===== src/rtl/frame_sched_pkg.sv =====
// Shared definitions for the frame read scheduler and the frame mux:
// FSM encoding, one-hot FIFO select constants and an index-to-one-hot helper.
package frame_sched_pkg;

    typedef enum logic [1:0] {
        IDLE   = 2'd0,
        READ   = 2'd1,
        SELECT = 2'd2,
        VALID  = 2'd3
    } sched_state_t;

    localparam int SW_MAX   = 32;
    localparam int SW_IDX_W = 5;

    localparam logic [4:0] FIFO_SW_0 = 5'b00001;
    localparam logic [4:0] FIFO_SW_1 = 5'b00010;
    localparam logic [4:0] FIFO_SW_2 = 5'b00100;
    localparam logic [4:0] FIFO_SW_3 = 5'b01000;
    localparam logic [4:0] FIFO_SW_4 = 5'b10000;

    // Callers size-cast the result down to their own select width.
    function automatic logic [SW_MAX-1:0] sw_onehot(
        input logic [SW_IDX_W-1:0] idx
    );
        logic [SW_MAX-1:0] r;
        r      = '0;
        r[idx] = 1'b1;
        return r;
    endfunction

endpackage


===== src/rtl/rr_next_grant.sv =====
// Combinational round-robin picker: first set req bit after ptr, wrapping,
// with ptr itself searched last.
module rr_next_grant #(
    parameter int NUM_SW_INST = 5,
    parameter int ID_W        = 3
) (
    input  logic [NUM_SW_INST-1:0] req,
    input  logic [ID_W-1:0]        ptr,
    output logic [ID_W-1:0]        pick,
    output logic                   found
);

    // Walk the search order backwards so the nearest hit is assigned last.
    always_comb begin
        pick  = '0;
        found = 1'b0;
        for (int k = NUM_SW_INST; k >= 1; k--) begin
            int s;
            s = int'(ptr) + k;
            if (s >= NUM_SW_INST) begin
                s = s - NUM_SW_INST;
            end
            if (req[s]) begin
                pick  = ID_W'(s);
                found = 1'b1;
            end
        end
    end

endmodule


===== src/rtl/frame_rd_sched.sv =====
// Round-robin read scheduler feeding the registered frame mux: read pulse,
// then mux select, then frame_valid, one frame per three cycles at best.
module frame_rd_sched
    import frame_sched_pkg::*;
#(
    parameter  int NUM_SW_INST = 5,
    parameter  int CNT_WIDTH   = 16,
    localparam int ID_W        = (NUM_SW_INST > 1) ? $clog2(NUM_SW_INST) : 1
) (
    input  logic                   clk,
    input  logic                   rst,
    input  logic [NUM_SW_INST-1:0] fifo_empty,
    input  logic                   out_ready,
    output logic [NUM_SW_INST-1:0] fifo_rd,
    output logic [NUM_SW_INST-1:0] rd_sel,
    output logic                   frame_valid,
    output logic [ID_W-1:0]        grant_id,
    output logic                   busy,
    output logic [CNT_WIDTH-1:0]   frame_cnt
);

    sched_state_t state, state_n;

    logic [ID_W-1:0]        rr_ptr, rr_ptr_n;
    logic [ID_W-1:0]        pick;
    logic                   found;
    logic                   launch;
    logic [NUM_SW_INST-1:0] req;
    logic [NUM_SW_INST-1:0] fifo_rd_n;
    logic [NUM_SW_INST-1:0] rd_sel_n;
    logic                   frame_valid_n;
    logic [ID_W-1:0]        grant_id_n;
    logic                   busy_n;
    logic [CNT_WIDTH-1:0]   frame_cnt_n;

    assign req    = ~fifo_empty;
    assign launch = out_ready && found;

    rr_next_grant #(
        .NUM_SW_INST (NUM_SW_INST),
        .ID_W        (ID_W)
    ) u_rr (
        .req   (req),
        .ptr   (rr_ptr),
        .pick  (pick),
        .found (found)
    );

    always_comb begin
        state_n       = state;
        fifo_rd_n     = '0;
        rd_sel_n      = '0;
        frame_valid_n = 1'b0;
        grant_id_n    = grant_id;
        rr_ptr_n      = rr_ptr;
        frame_cnt_n   = frame_cnt;

        unique case (state)
            IDLE, VALID: begin
                // VALID re-arbitrates exactly like IDLE for back-to-back frames.
                if (launch) begin
                    state_n     = READ;
                    fifo_rd_n   = NUM_SW_INST'(sw_onehot(SW_IDX_W'(pick)));
                    grant_id_n  = pick;
                    rr_ptr_n    = pick;
                    frame_cnt_n = frame_cnt + CNT_WIDTH'(1);
                end else begin
                    state_n = IDLE;
                end
            end
            READ: begin
                state_n  = SELECT;
                rd_sel_n = NUM_SW_INST'(sw_onehot(SW_IDX_W'(grant_id)));
            end
            SELECT: begin
                state_n       = VALID;
                frame_valid_n = 1'b1;
            end
        endcase

        busy_n = (state_n != IDLE);
    end

    always_ff @(posedge clk or posedge rst) begin
        if (rst) begin
            state       <= IDLE;
            fifo_rd     <= '0;
            rd_sel      <= '0;
            frame_valid <= 1'b0;
            grant_id    <= '0;
            busy        <= 1'b0;
            frame_cnt   <= '0;
            rr_ptr      <= ID_W'(NUM_SW_INST - 1);
        end else begin
            state       <= state_n;
            fifo_rd     <= fifo_rd_n;
            rd_sel      <= rd_sel_n;
            frame_valid <= frame_valid_n;
            grant_id    <= grant_id_n;
            busy        <= busy_n;
            frame_cnt   <= frame_cnt_n;
            rr_ptr      <= rr_ptr_n;
        end
    end

endmodule


===== config.mk =====
export PLATFORM = sky130hd
export DESIGN_NAME = frame_rd_sched
export DESIGN_NICKNAME = d
export VERILOG_FILES = /design/src/rtl/frame_sched_pkg.sv /design/src/rtl/rr_next_grant.sv /design/src/rtl/frame_rd_sched.sv
export SDC_FILE = /design/constraint.sdc
export NUM_CORES = 1
export LEC_CHECK = 0
export CORE_UTILIZATION = 49
export CTS_CLUSTER_SIZE = 28
export DETAILED_ROUTE_END_ITERATION = 10
export PLACE_DENSITY = 0.76
export SLEW_MARGIN = 20
export SYNTH_ARGS = -nofsm -noshare
export SYNTH_HDL_FRONTEND = slang
export SYNTH_SLANG_ARGS = --single-unit

===== constraint.sdc =====
create_clock -name clk -period 3.2 [get_ports clk]
set_input_delay 0.8 -clock clk [delete_from_list [all_inputs] [get_ports clk]]
set_output_delay 0.8 -clock clk [all_outputs]
set_load 0.05 [all_outputs]

==> results.tsv <==
metric	value	unit
Sink Count	34	
Max clock buf depth	2	
crit path cell chain	inv_1 -> ha_1 -> nor2b_1 -> or4_1 -> a211o_1 -> o32a_1 -> buf_4 -> a31oi_1 -> o31ai_1 -> buf_4 -> nor4b_1	
post-route setup slack	70.7	ps
GR Util met1	39.2	%
cell mode on critical path	buf_4	
worst min path class	reg -> reg	
crit-path leading delay family	compound AO/OA/AOI/OAI gates	
largest net degree at the start of global routing	35	
die area	5500	sq um
RSZ-0062 raised after global routing	no	
maximum clock rate	320	MHz
CTS root buf	clkbuf_8	
Seq/Total Area, Yosys	33.4	%
Std-Cell Rows	25	
CTS tree	built	
DR WL/cell	16.4	microns
crit-path max FO	8	
first-pass GRT wire length	10600	microns
Yosys cell types	68	
Max stage delay cell, worst path	dfstp_2	
drt pass-1 iters	4	
fin crit share	97.8	%
Synth Area in Adders	6.67	%
critical path type	reg -> reg	
final setup violation count	0	
synth-to-layout area growth	35.9	%
Die H	74.2	microns
GRT Resource Usage Total	25.8	%
status	complete, no violations	
ant diodes	0	
CP peak stage delay	540	ps
Syn Nets	289	
H-Tree Depth	2	
Reg area	855	sq um
TritonCTS Buffers	5	
gpl congestion	0.928	
vias in the first global route	2151	
Post-Layout Cell Count	410	
Routed Wire Length	6720	microns
Critical Path RT	3370	ps
Fillers	393	
Crit path buffers/inverters	3	
Via Count	2330	
Final Instance Area	3470	sq um
Ys Warns	0	
DRT iter0 DRCs	154	
pre-CTS setup slack	-116	ps
synthesized cell area	2550	sq um
IO Count	39	
Layout Nets	363	
Slew Limit Headroom	65.3	%
Clock Skews	8.25	ps
EDFF count, synth	0	
Setup crit start kind	register	
MaxCap Viol Count	0	
Cell Area, Placed	3310	sq um
Primary FF master, synth	dfrtp_1	
Tmin final	3130	ps
antenna violations before repair	0	
post-synthesis mux area share	3.29	%
Worst-Margin Slew	518	ps
Mapped Cells	268	
placed insts	402	
layout cell share with drive strength beyond 1	25.1	%
Avg Vias per Cell	5.68	
met3 Track Usage GR	4.07	%
post-CTS setup buffer count	0	
area of the multi-input gates	1620	sq um
Initial Util	52.3	%
Synth Area in Simple Gates	24.4	%
largest family of logic cells by synthesized area	simple AND/OR/NAND/NOR gates	
Seq cells post-synth	34	
GRT Residual Overflow	0	
core area	4880	sq um
clock-pin transition on the worst setup and hold timing paths	70	ps
commonest non-fill, non-tap cell in the layout	buf_4	
met2 usage	37.8	%
Compound-Gate Fraction of Synth Area	18.2	%
CP Data Arrival Time	3300	ps
commonest cells after routing, fill and taps aside	buf_4, clkdlybuf4s50_1, dfrtp_1	
mean post-synth cell area	9.52	sq um
CP Capture Type	register	
most used routing layer	met1	
Final Hold Viols	0	
Die X	74.2	microns
Port Buffers	38	
Worst-Skew Late Latency	290	ps
HPWL Detailed	5120	microns
post-synthesis async set-or-reset flop share	100	%
DRC viols	0	
antenna violation net count after detailed routing	0	
XOR/XNOR share of the synthesized area	7.21	%
Pins Over Slew Limit	0	
-- layout make-up --
type,instances,area share [%]
Inverter,15,1.84
Clock buffer,7,2.49
Timing Repair Buffer,83,21.0
Sequential cell,34,24.6
Clock inverter,1,0.866
Tap cell,67,2.42
Multi-Input combinational cell,203,46.7
-- worst paths after layout --
kind / startpoint / end / slack (ps) / cells past startpoint
min in group asynchronous: rst / frame_cnt[3]$_DFFE_PP0P_ / 890 / 3
worst max register to register: rr_ptr[2]$_DFFE_PP1P_ / fifo_rd[0]$_DFF_PP0_ / 70 / 11
worst min register to register: frame_cnt[15]$_DFFE_PP0P_ / frame_cnt[15]$_DFFE_PP0P_ / 480 / 1
worst max-delay path: rr_ptr[2]$_DFFE_PP1P_ / fifo_rd[0]$_DFF_PP0_ / 70 / 11
worst min-delay path: frame_cnt[15]$_DFFE_PP0P_ / frame_cnt[15]$_DFFE_PP0P_ / 480 / 1
max in group asynchronous: rst / rr_ptr[2]$_DFFE_PP1P_ / 1960 / 3
-- kinds of logic (layout without fill, tap and decap cells) --
kind of cell | after synthesis | in the layout
compound gates | 57 | 57
simple gates | 104 | 104
buf+inv | 31 | 106
flops | 34 | 34
xor+xnor | 21 | 21
fa+ha+maj | 13 | 13
mux | 8 | 8
-- routing by layer --
metal / routed length [microns] / part of all wire [%]
met4: 67 / 1.0
met2: 3160 / 47
met3: 349 / 5.2
met1: 3150 / 47
met5: 0 / 0
-- cells in the mapped netlist (5+ instances only) --
master	count	share of area, %
dfrtp_1	33	32
nand2b_1	9	2.2
nand3_1	16	3.1
ha_1	12	5.9
xnor2_1	19	6.5
and3_1	11	2.7
buf_4	6	1.8
nand4_1	6	1.5
inv_1	13	1.9
nand2_1	14	2.1
nor2b_1	5	1.2
a21oi_1	16	3.1
mux2i_1	5	2.0
nor2_1	11	1.6
and2_1	6	1.5
-- per-stage QoR --
| stage | util, % | TNS [ps] | hold slack (ps) |
|---|---|---|---|
| 2_1_floorplan | - | 0 | 508 |
| 3_3_place_gp | 67.8 | -182 | 460 |
| 3_5_place_dp | 67.8 | -560 | 464 |
| 4_1_cts | 70.3 | 0 | 481 |
| 5_1_grt | 71.1 | 0 | 496 |
| 6_report | 71.1 | 0 | 479 |
-- repair_timing --
action / CTS / global route
pin swaps: 0 / 2
hold endpoints to repair: 0 / 0
hold buffers: 0 / 0
endpoints found under the setup margin: 1 / 25
resized for setup: 1 / 11
-- sequential cells by signal (all words and copies together) (netlist names) --
register,count
frame_valid,1
frame_cnt,16
state,2
grant_id,3
rr_ptr,1
rd_sel,5
busy,1
fifo_rd,5
-- worst reg2reg max path, stage by stage (launching register included) --
cell and delay (ps):
dfstp_2 540, inv_1 140, ha_1 230, nor2b_1 150, or4_1 400, a211o_1 330, o32a_1 220, buf_4 160
a31oi_1 250, o31ai_1 160, buf_4 160, nor4b_1 270
Power is left out: the tool's default activity adds up to more than one toggle a clock period on the data nets, which glitch-free logic cannot reach.
